$ cat src/rtl/fmc_stream_ctrl_if.sv
// fmc_stream_ctrl_if: FMC pad-side bus between the STM32 host and the stream controller.
//   fmc_addr  host address (only [3:0] decoded by the controller)
//   fmc_din   write data from the pad
//   fmc_dout  read data to the pad, fmc_doe its output enable
//   fmc_ne    chip select, fmc_noe read strobe, fmc_nwe write strobe (all active low, asynchronous)
//   fmc_nwait host wait, active low
interface fmc_stream_ctrl_if;
  logic [15:0] fmc_addr;
  logic [31:0] fmc_din;
  logic [31:0] fmc_dout;
  logic        fmc_doe;
  logic        fmc_ne;
  logic        fmc_noe;
  logic        fmc_nwe;
  logic        fmc_nwait;
  modport master (
    output fmc_addr, fmc_din, fmc_ne, fmc_noe, fmc_nwe,
    input  fmc_dout, fmc_doe, fmc_nwait
  );
  modport slave (
    input  fmc_addr, fmc_din, fmc_ne, fmc_noe, fmc_nwe,
    output fmc_dout, fmc_doe, fmc_nwait
  );
endinterface

$ cat src/rtl/fmc_stream_ctrl.sv
// fmc_stream_ctrl: FMC-to-FIFO transaction controller with register file, underrun counter and level IRQ.
//   clk, reset    system clock; asynchronous active-high reset
//   fmc           FMC pad bus (slave side): strobes are synchronised into clk
//   fifo_rd_en    one-cycle pop strobe; fifo_rdata valid the following cycle
//   fifo_empty    FIFO empty flag; fifo_level FIFO occupancy
//   ctrl          control register (bit0 = IRQ enable); thresh IRQ threshold
//   underrun_cnt  stream reads made while the FIFO was empty (saturating)
//   irq           registered level interrupt: ctrl[0] && fifo_level >= thresh
module fmc_stream_ctrl #(
  parameter int          LVL_W  = 10,
  parameter logic [31:0] POISON = 32'hDEAD_BEEF
) (
  input  logic                clk,
  input  logic                reset,
  fmc_stream_ctrl_if.slave    fmc,
  output logic                fifo_rd_en,
  input  logic [31:0]         fifo_rdata,
  input  logic                fifo_empty,
  input  logic [LVL_W:0]      fifo_level,
  output logic [31:0]         ctrl,
  output logic [LVL_W:0]      thresh,
  output logic [15:0]         underrun_cnt,
  output logic                irq
);
  typedef enum logic [1:0] {IDLE, POP, WAITD, DRIVE} state_t;
  state_t         state_q, state_d;
  // [0],[1] synchroniser stages, [2] history flop for edge detection
  logic [2:0]     ne_q, noe_q, nwe_q;
  logic           rs_q, rd_start, wr_commit, und_inc;
  logic [3:0]     addr_q, wa_q;
  logic [31:0]    wd_q, dout_q, dout_d, ctrl_q, rd_mux;
  logic [LVL_W:0] thresh_q;
  logic [15:0]    und_q;
  logic           irq_q;
  logic           unused_addr;

  assign unused_addr = ^fmc.fmc_addr[15:4];
  assign rd_start = noe_q[2] & ~noe_q[1] & ~ne_q[1];
  // commits are only honoured while idle so a write can never race a read
  assign wr_commit = nwe_q[1] & ~nwe_q[2] & ~ne_q[1] & (state_q == IDLE) & ~rs_q;
  assign rd_mux = addr_q == 4'd0 ? ctrl_q :
                  addr_q == 4'd1 ? 32'(thresh_q) :
                  addr_q == 4'd2 ? {fifo_empty, irq_q, {(29-LVL_W){1'b0}}, fifo_level} :
                  addr_q == 4'd3 ? {16'h0000, und_q} : POISON;

  always_ff @(posedge clk or posedge reset)
    if (reset) begin
      ne_q     <= '1;
      noe_q    <= '1;
      nwe_q    <= '1;
      rs_q     <= 1'b0;
      addr_q   <= '0;
      wa_q     <= '0;
      wd_q     <= '0;
      state_q  <= IDLE;
      dout_q   <= '0;
      ctrl_q   <= '0;
      thresh_q <= '0;
      und_q    <= '0;
      irq_q    <= 1'b0;
    end else begin
      ne_q    <= {ne_q[1:0], fmc.fmc_ne};
      noe_q   <= {noe_q[1:0], fmc.fmc_noe};
      nwe_q   <= {nwe_q[1:0], fmc.fmc_nwe};
      rs_q    <= rd_start;
      if (rd_start) addr_q <= fmc.fmc_addr[3:0];
      // keep refreshing the write capture while the strobe is low; commit uses the last one
      if (!nwe_q[1]) begin
        wa_q <= fmc.fmc_addr[3:0];
        wd_q <= fmc.fmc_din;
      end
      state_q <= state_d;
      dout_q  <= dout_d;
      if (wr_commit && wa_q == 4'd0) ctrl_q <= wd_q;
      if (wr_commit && wa_q == 4'd1) thresh_q <= wd_q[LVL_W:0];
      und_q <= (wr_commit && wa_q == 4'd3) ? '0 :
               (und_inc && und_q != 16'hFFFF) ? und_q + 16'd1 : und_q;
      irq_q <= ctrl_q[0] && fifo_level >= thresh_q;
    end

  always_comb begin
    state_d       = state_q;
    dout_d        = dout_q;
    und_inc       = 1'b0;
    fifo_rd_en    = 1'b0;
    fmc.fmc_nwait = 1'b1;
    fmc.fmc_doe   = 1'b0;
    unique case (state_q)
      IDLE: if (rs_q) begin
        fmc.fmc_nwait = 1'b0;
        if (addr_q != 4'd4) begin
          state_d = DRIVE;
          dout_d  = rd_mux;
        end else if (fifo_empty) begin
          state_d = DRIVE;
          dout_d  = '0;
          und_inc = 1'b1;
        end else state_d = POP;
      end
      POP: begin
        fifo_rd_en    = 1'b1;
        fmc.fmc_nwait = 1'b0;
        state_d       = WAITD;
      end
      WAITD: begin
        fmc.fmc_nwait = 1'b0;
        dout_d        = fifo_rdata;
        state_d       = DRIVE;
      end
      DRIVE: begin
        fmc.fmc_doe = 1'b1;
        state_d     = (noe_q[1] | ne_q[1]) ? IDLE : DRIVE;
      end
      default: state_d = IDLE;
    endcase
  end

  assign fmc.fmc_dout = dout_q;
  assign ctrl         = ctrl_q;
  assign thresh       = thresh_q;
  assign underrun_cnt = und_q;
  assign irq          = irq_q;
endmodule

$ cat src/flat_wrapper.sv
// flat-port wrapper written by rule: the top's interface ports become plain ports
module fmc_stream_ctrl_flat 
#(
  parameter int          LVL_W  = 10,
  parameter logic [31:0] POISON = 32'hDEAD_BEEF
)
  (clk, reset, fifo_rd_en, fifo_rdata, fifo_empty, fifo_level, ctrl, thresh, underrun_cnt, irq, fmc_fmc_addr, fmc_fmc_din, fmc_fmc_ne, fmc_fmc_noe, fmc_fmc_nwe, fmc_fmc_dout, fmc_fmc_doe, fmc_fmc_nwait);
  fmc_stream_ctrl_if fmc_i ();
  input  logic clk;
  input  logic reset;
  output logic fifo_rd_en;
  input  logic [31:0] fifo_rdata;
  input  logic fifo_empty;
  input  logic [LVL_W:0] fifo_level;
  output logic [31:0] ctrl;
  output logic [LVL_W:0] thresh;
  output logic [15:0] underrun_cnt;
  output logic irq;
  input wire logic [$bits(fmc_i.fmc_addr)-1:0] fmc_fmc_addr;
  input wire logic [$bits(fmc_i.fmc_din)-1:0] fmc_fmc_din;
  input wire logic [$bits(fmc_i.fmc_ne)-1:0] fmc_fmc_ne;
  input wire logic [$bits(fmc_i.fmc_noe)-1:0] fmc_fmc_noe;
  input wire logic [$bits(fmc_i.fmc_nwe)-1:0] fmc_fmc_nwe;
  output wire logic [$bits(fmc_i.fmc_dout)-1:0] fmc_fmc_dout;
  output wire logic [$bits(fmc_i.fmc_doe)-1:0] fmc_fmc_doe;
  output wire logic [$bits(fmc_i.fmc_nwait)-1:0] fmc_fmc_nwait;
  assign fmc_i.fmc_addr = fmc_fmc_addr;
  assign fmc_i.fmc_din = fmc_fmc_din;
  assign fmc_i.fmc_ne = fmc_fmc_ne;
  assign fmc_i.fmc_noe = fmc_fmc_noe;
  assign fmc_i.fmc_nwe = fmc_fmc_nwe;
  assign fmc_fmc_dout = fmc_i.fmc_dout;
  assign fmc_fmc_doe = fmc_i.fmc_doe;
  assign fmc_fmc_nwait = fmc_i.fmc_nwait;
  fmc_stream_ctrl #(.LVL_W(LVL_W), .POISON(POISON)) u_core (.clk(clk), .reset(reset), .fmc(fmc_i), .fifo_rd_en(fifo_rd_en), .fifo_rdata(fifo_rdata), .fifo_empty(fifo_empty), .fifo_level(fifo_level), .ctrl(ctrl), .thresh(thresh), .underrun_cnt(underrun_cnt), .irq(irq));
endmodule
$ cat config.mk
export PLATFORM = sky130hd
export DESIGN_NAME = fmc_stream_ctrl_flat
export DESIGN_NICKNAME = d
export VERILOG_FILES = /design/src/rtl/fmc_stream_ctrl_if.sv /design/src/rtl/fmc_stream_ctrl.sv /design/src/flat_wrapper.sv
export SDC_FILE = /design/constraint.sdc
export NUM_CORES = 1
export LEC_CHECK = 0
export BUFFER_PORTS_ARGS = -buffer_cell sky130_fd_sc_hd__buf_2
export CORE_ASPECT_RATIO = 1.1
export CORE_MARGIN = 2
export CORE_UTILIZATION = 56
export DETAILED_ROUTE_END_ITERATION = 6
export PLACE_DENSITY_LB_ADDON = 0.12
export SLEW_MARGIN = 20
export SYNTH_ARGS = -nofsm -noshare
export SYNTH_HDL_FRONTEND = slang
export SYNTH_SLANG_ARGS = --single-unit
$ cat constraint.sdc
create_clock -name clk -period 9.8 [get_ports clk]
set_input_delay 0 -clock clk [delete_from_list [all_inputs] [get_ports clk]]
set_output_delay 0 -clock clk [all_outputs]
set_load 0.02 [all_outputs]
-- Word level (Yosys, flattened, before mapping)
Cells that the tools add are included.
- bits of input ports: 97
- register bits: 143
- output and inout bits: 95
- word-level logic and storage cells: 73
- reductions and logical operators: 12
- eq/ne operators: 12
- muxes and demuxes: 23
- order comparisons: 1
- bitwise gates (word level): 11
- $add $sub $neg: 1
- operators with widths (cell ; count):
    32-bit two-way mux ; 7
    32-bit case mux with 2 select lines ; 1
    16-bit two-way mux ; 2
    16-bit by 1-bit adder with 16-bit output, second input constant ; 1
    16-bit != test, second input constant ; 1
    4-bit by 2-bit equality test with 1-bit output, second input constant ; 3
    11-bit >= comparator ; 1
    4-bit by 1-bit equality test with 1-bit output, second input constant ; 2
    4-bit zero test ; 2
    2-bit two-way mux ; 4
    2-bit case mux with 4 select lines ; 1
    1-bit two-way mux ; 7
    1-bit bitwise AND ; 6
    1-bit logical AND ; 5
    2-bit equality test, second input constant ; 2
    4-bit by 3-bit != test with 1-bit output, second input constant ; 1
    1-bit NOT ; 4
    2-bit nonzero test ; 2
    3-bit != test, second input constant ; 1
    3-bit AND reduction ; 1
    2-bit by 1-bit equality test with 1-bit output, second input constant ; 1
    2-bit zero test ; 1
    2-bit by 1-bit != test with 1-bit output, second input constant ; 1
    1-bit case mux with 2 select lines ; 1
    2 further kinds ; 2

-- Longest topological paths before layout
- word-level depth: 8
- mapped depth: 8
- depth with buffers taken out: 7

-- Least setup slack after synthesis
No wires, ideal clock.
- kind: reg-to-reg
- from: register u_core.nwe_q[1]
- to: register u_core.thresh_q[0] (netlist: u_core.thresh[0])
- cell stages (with the launch flop): 7
- setup time: 0.125 ns
- buffers on the path: 2
- setup slack: 7.927 ns
- required time: 9.675 ns
- arrival: 1.748 ns
- clock period less this slack: 1.873 ns
- cell sequence: dfstp_2 -> clkbuf_1 -> and3_1 -> nand2_1 -> nor2_1 -> buf_2 -> mux2_2
- word-level cells in the longest chain between the ends: 5
- ends and longest elaborated chain (item ; RTL line ; source):
    start: declaration ; fmc_stream_ctrl.sv:28 ; logic [2:0] ne_q, noe_q, nwe_q;
    start signal: assignment ; fmc_stream_ctrl.sv:64 ; nwe_q <= {nwe_q[1:0], fmc.fmc_nwe};
    1-bit bitwise AND (4 in series) ; fmc_stream_ctrl.sv:40 ; assign wr_commit = nwe_q[1] & ~nwe_q[2] & ~ne_q[1] & (state_q == IDLE) & ~rs_q;
    1-bit logical AND ; fmc_stream_ctrl.sv:75 ; if (wr_commit && wa_q == 4'd1) thresh_q <= wd_q[LVL_W:0];
    end signal: assignment ; fmc_stream_ctrl.sv:75 ;
    end: declaration ; fmc_stream_ctrl.sv:32 ; logic [LVL_W:0] thresh_q;
Every way passes these cells.
A chain may end at the register's enable or synchronous reset.

-- Worst setup path after layout
- from: register u_core.nwe_q[1]
- to: register u_core.thresh_q[5] (netlist: u_core.thresh[5])
Same word-level chain as after synthesis.

==> results.py <==
metrics = {
    "status": {
        "status": "completed",
    },
    "timing": {
        "worst_pin_slew_ns": 1.02,
        "hold_ws_ns": 0.126,
        "setup_viol": 0,
        "maxSlewViolCount": 0,
        "rsz0062_at_grt": "false",
        "period_needed_ns": 2.91,
        "fin_setup_tns_ns": 0,
        "finalClockSkew_ns": 0.00653,
        "layout_setup_ws_ns": 6.89,
        "max_slew_margin_pct": 31.7,
        "timing.fmax_mhz": 344,
        "fin_crit_sh_pct": 29.7,
        "finalHoldViolCount": 0,
    },
    "clock_tree": {
        "worst_skew_pair.late_latency_ns": 0.41,
        "cts_tree": "done",
        "cts-buffers-inserted": 17,
        "holdBufCountCts": 72,
        "ctsResizeCount": 0,
        "cts.sinks": 143,
        "root_buffer": "clkbuf_16",
        "clkTransAtPathRegs_ns": 0.06,
        "cts-htree-levels": 4,
        "cts_buffer_depth": 2,
        "postCtsSetupBuffers": 0,
    },
    "logic_synthesis": {
        "syn_nets": 656,
        "yosysSeqAreaShare_pct": 54.4,
        "yosys_warnings": 0,
        "synth-edff-count": 0,
        "ys_seq_elements": 143,
        "synth_top_flop_cell": "dfrtp_1",
        "synth_area_um2": 6600,
        "yosys.area.top_type": "dfrtp_1",
        "synth_top_cell_area_share_pct": 51.2,
        "syn-mean-instance-area_um2": 12.1,
        "synth_cells": 547,
        "synth_area_leaders": "dfrtp_1, mux2_2, mux4_2, dfstp_2, o21ai_0",
        "synth_cell_types": 45,
        "ys_async_sr_fraction_pct": 100,
    },
    "power_and_ir_drop": {
        "p_leak_nw": 4.30,
        "ir_worst_vdd_mv": 0.115,
        "clkPwrFrac_pct": 31.7,
        "intPower_mw": 1.40,
        "pwr-share-comb_pct": 30.9,
        "p_sw_mw": 0.743,
        "power_frac_seq_pct": 37.4,
        "power.share.switching_pct": 34.7,
        "pwr_density_cell_nw_per_um2": 241,
    },
    "placement": {
        "placed_area_um2": 7550,
        "place.gp.congestion": 0.842,
        "post-place-ws_ns": 6.92,
        "hpwlAfterDp_mm": 11.2,
        "portBuffers": 179,
    },
    "floorplan": {
        "io_pins": 192,
        "start_util_pct": 57.4,
        "row_count": 41,
        "die_area_um2": 12700,
        "design.core.area_um2": 11500,
        "die_x_um": 108,
        "die_y_um": 118,
    },
    "detailed_routing": {
        "topRoutingLayerUsed": "met4",
        "firstDrtPassIters": 5,
        "routed-wl-met3_mm": 1.09,
        "drc": 0,
        "dr_wl_met2_mm": 8.58,
        "wl_met1_mm": 7.19,
        "drtAntennaViolNets": 0,
        "wirelength_mm": 17.1,
        "post_drt_wl_per_cell_um": 18.1,
        "vias": 5262,
        "avgViaCountPerCell": 5.54,
        "drtIter0Drc": 285,
    },
    "final_layout": {
        "final_common_cell": "buf_2",
        "fillCellCount": 736,
        "layout.nets": 896,
        "final_core_util_pct": 77.4,
        "syn_to_final_growth_pct": 34.8,
        "final_cell_mix": "buf_2, dfrtp_1, mux2_2",
        "drive_gt1_share_pct": 40.8,
        "diodes": 0,
        "postLayoutCellArea_um2": 8900,
    },
    "critical_path": {
        "cp_cell_sequence": "and3_1 > nand2_1 > nor2_1 > mux2_2",
        "endpoint_kind": "flip-flop",
        "rr_startpoint": "u_core.nwe_q[1]",
        "slowest_stage": "dfstp_2",
        "r2r-end": "u_core.thresh[5]",
        "critical_path.top_delay_family": "simple AND/OR/NAND/NOR gates",
        "critPathRequiredTime_ns": 10.09,
        "critical_path_buf_inv_count": 0,
        "path_max_fanout": 38,
        "crit_arrival_ns": 3.20,
        "start_kind": "flip-flop",
        "max_stage_delay_ns": 1.18,
        "reg2reg_slack_ns": 6.89,
        "reg2reg_depth": 4,
        "critPathKind": "flip-flop to flip-flop",
    },
    "global_routing": {
        "grt_pass1_wl_mm": 27.3,
        "grt_use_total_pct": 27.6,
        "antenna_found_initial": 0,
        "grt_pass1_vias": 5465,
        "grt_max_degree": 74,
        "gr-total-overflow": 0,
    },
    "worst_hold_path": {
        "hold_end": "u_core.state_q[1]",
        "hp-start": "fifo_empty",
        "hold_depth": 4,
        "holdCritPathClass": "input pin to flip-flop",
    },
    "run": {
        "max_cap_violations": 0,
    },
}
==> synthesized netlist by cell type (all sizes together), types with 12 or more instances <==
cell type and count:
a22oi 13, nor2 45, a21oi 30, inv 15, o21ai 41, ha 12
xnor2 12, clkbuf 12, mux2 83, nand2 28, buf 23, dfrtp 135
==> through the flow <==
stage,cells,power (mW)
floorplan,547,1.24
global placement,846,1.41
detailed placement,846,1.44
CTS,950,2.14
global route,950,2.25
finish,950,2.14
==> state kept, by name (all words and copies together), names as in the netlist <==
name	flops
u_core.wd_q	32
u_core.noe_q	3
u_core.addr_q	4
u_core.ne_q	2
u_core.irq	1
u_core.thresh	11
u_core.ctrl	32
u_core.fmc.fmc_dout	32
u_core.underrun_cnt	16
u_core.nwe_q	3
u_core.wa_q	4
u_core.rs_q	1
u_core.state_q	2
==> how the worst max path moves through the flow <==
stage | start | to | cells after the start
6_report | u_core.nwe_q[1] | u_core.thresh[5] | 4
5_1_grt | u_core.nwe_q[1] | u_core.thresh[5] | 4
4_1_cts | u_core.nwe_q[1] | u_core.thresh[5] | 4
3_5_place_dp | u_core.nwe_q[1] | u_core.thresh[6] | 4
3_3_place_gp | u_core.nwe_q[1] | u_core.thresh[6] | 4
2_1_floorplan | reset | u_core.addr_q[0] | 1
==> area by class of cell <==
| class | count | area, um2 | area share, % |
|---|---|---|---|
| repair buffers | 256 | 1650 | 18.6 |
| multi-input cells | 354 | 2780 | 31.2 |
| clock buffers | 19 | 443 | 4.98 |
| flip-flops and latches | 143 | 3590 | 40.3 |
| well taps | 150 | 188 | 2.11 |
| inverters | 15 | 61.3 | 0.689 |
| clock inverters | 13 | 186 | 2.10 |
==> worst reg2reg max path: cells and delay by family, from the launching register on <==
| family | cells | cell delay (ns) |
|---|---|---|
| multiplexers | 1 | 0.43 |
| AND/OR/NAND/NOR | 3 | 1.18 |
| flip-flops | 1 | 1.18 |
==> layer usage <==
metal	global-route usage, %	vias up
met5	0	-
met2	45.3	194
met3	6.76	28
met4	8.09	0
met1	36.4	2590
li1	-	2450
==> power by group through the flow <==
| stage | logic (mW) | registers, mW | clock network (mW) |
|---|---|---|---|
| final | 0.662 | 0.801 | 0.680 |
| after global routing | 0.723 | 0.816 | 0.714 |
| after CTS | 0.656 | 0.799 | 0.689 |
| after detailed placement | 0.630 | 0.808 | 0 |
| after global placement | 0.614 | 0.800 | 0 |
| after floorplan | 0.360 | 0.885 | 0 |
==> logic make-up after synthesis <==
logic type,share of synthesized area (%)
mux,18.4
xor+xnor,1.86
simple gates,9.08
fa+ha+maj,2.27
compound gates,10.5
flops,54.4
buf+inv,3.60
No activity file was read; power rests on OpenSTA's default activity.
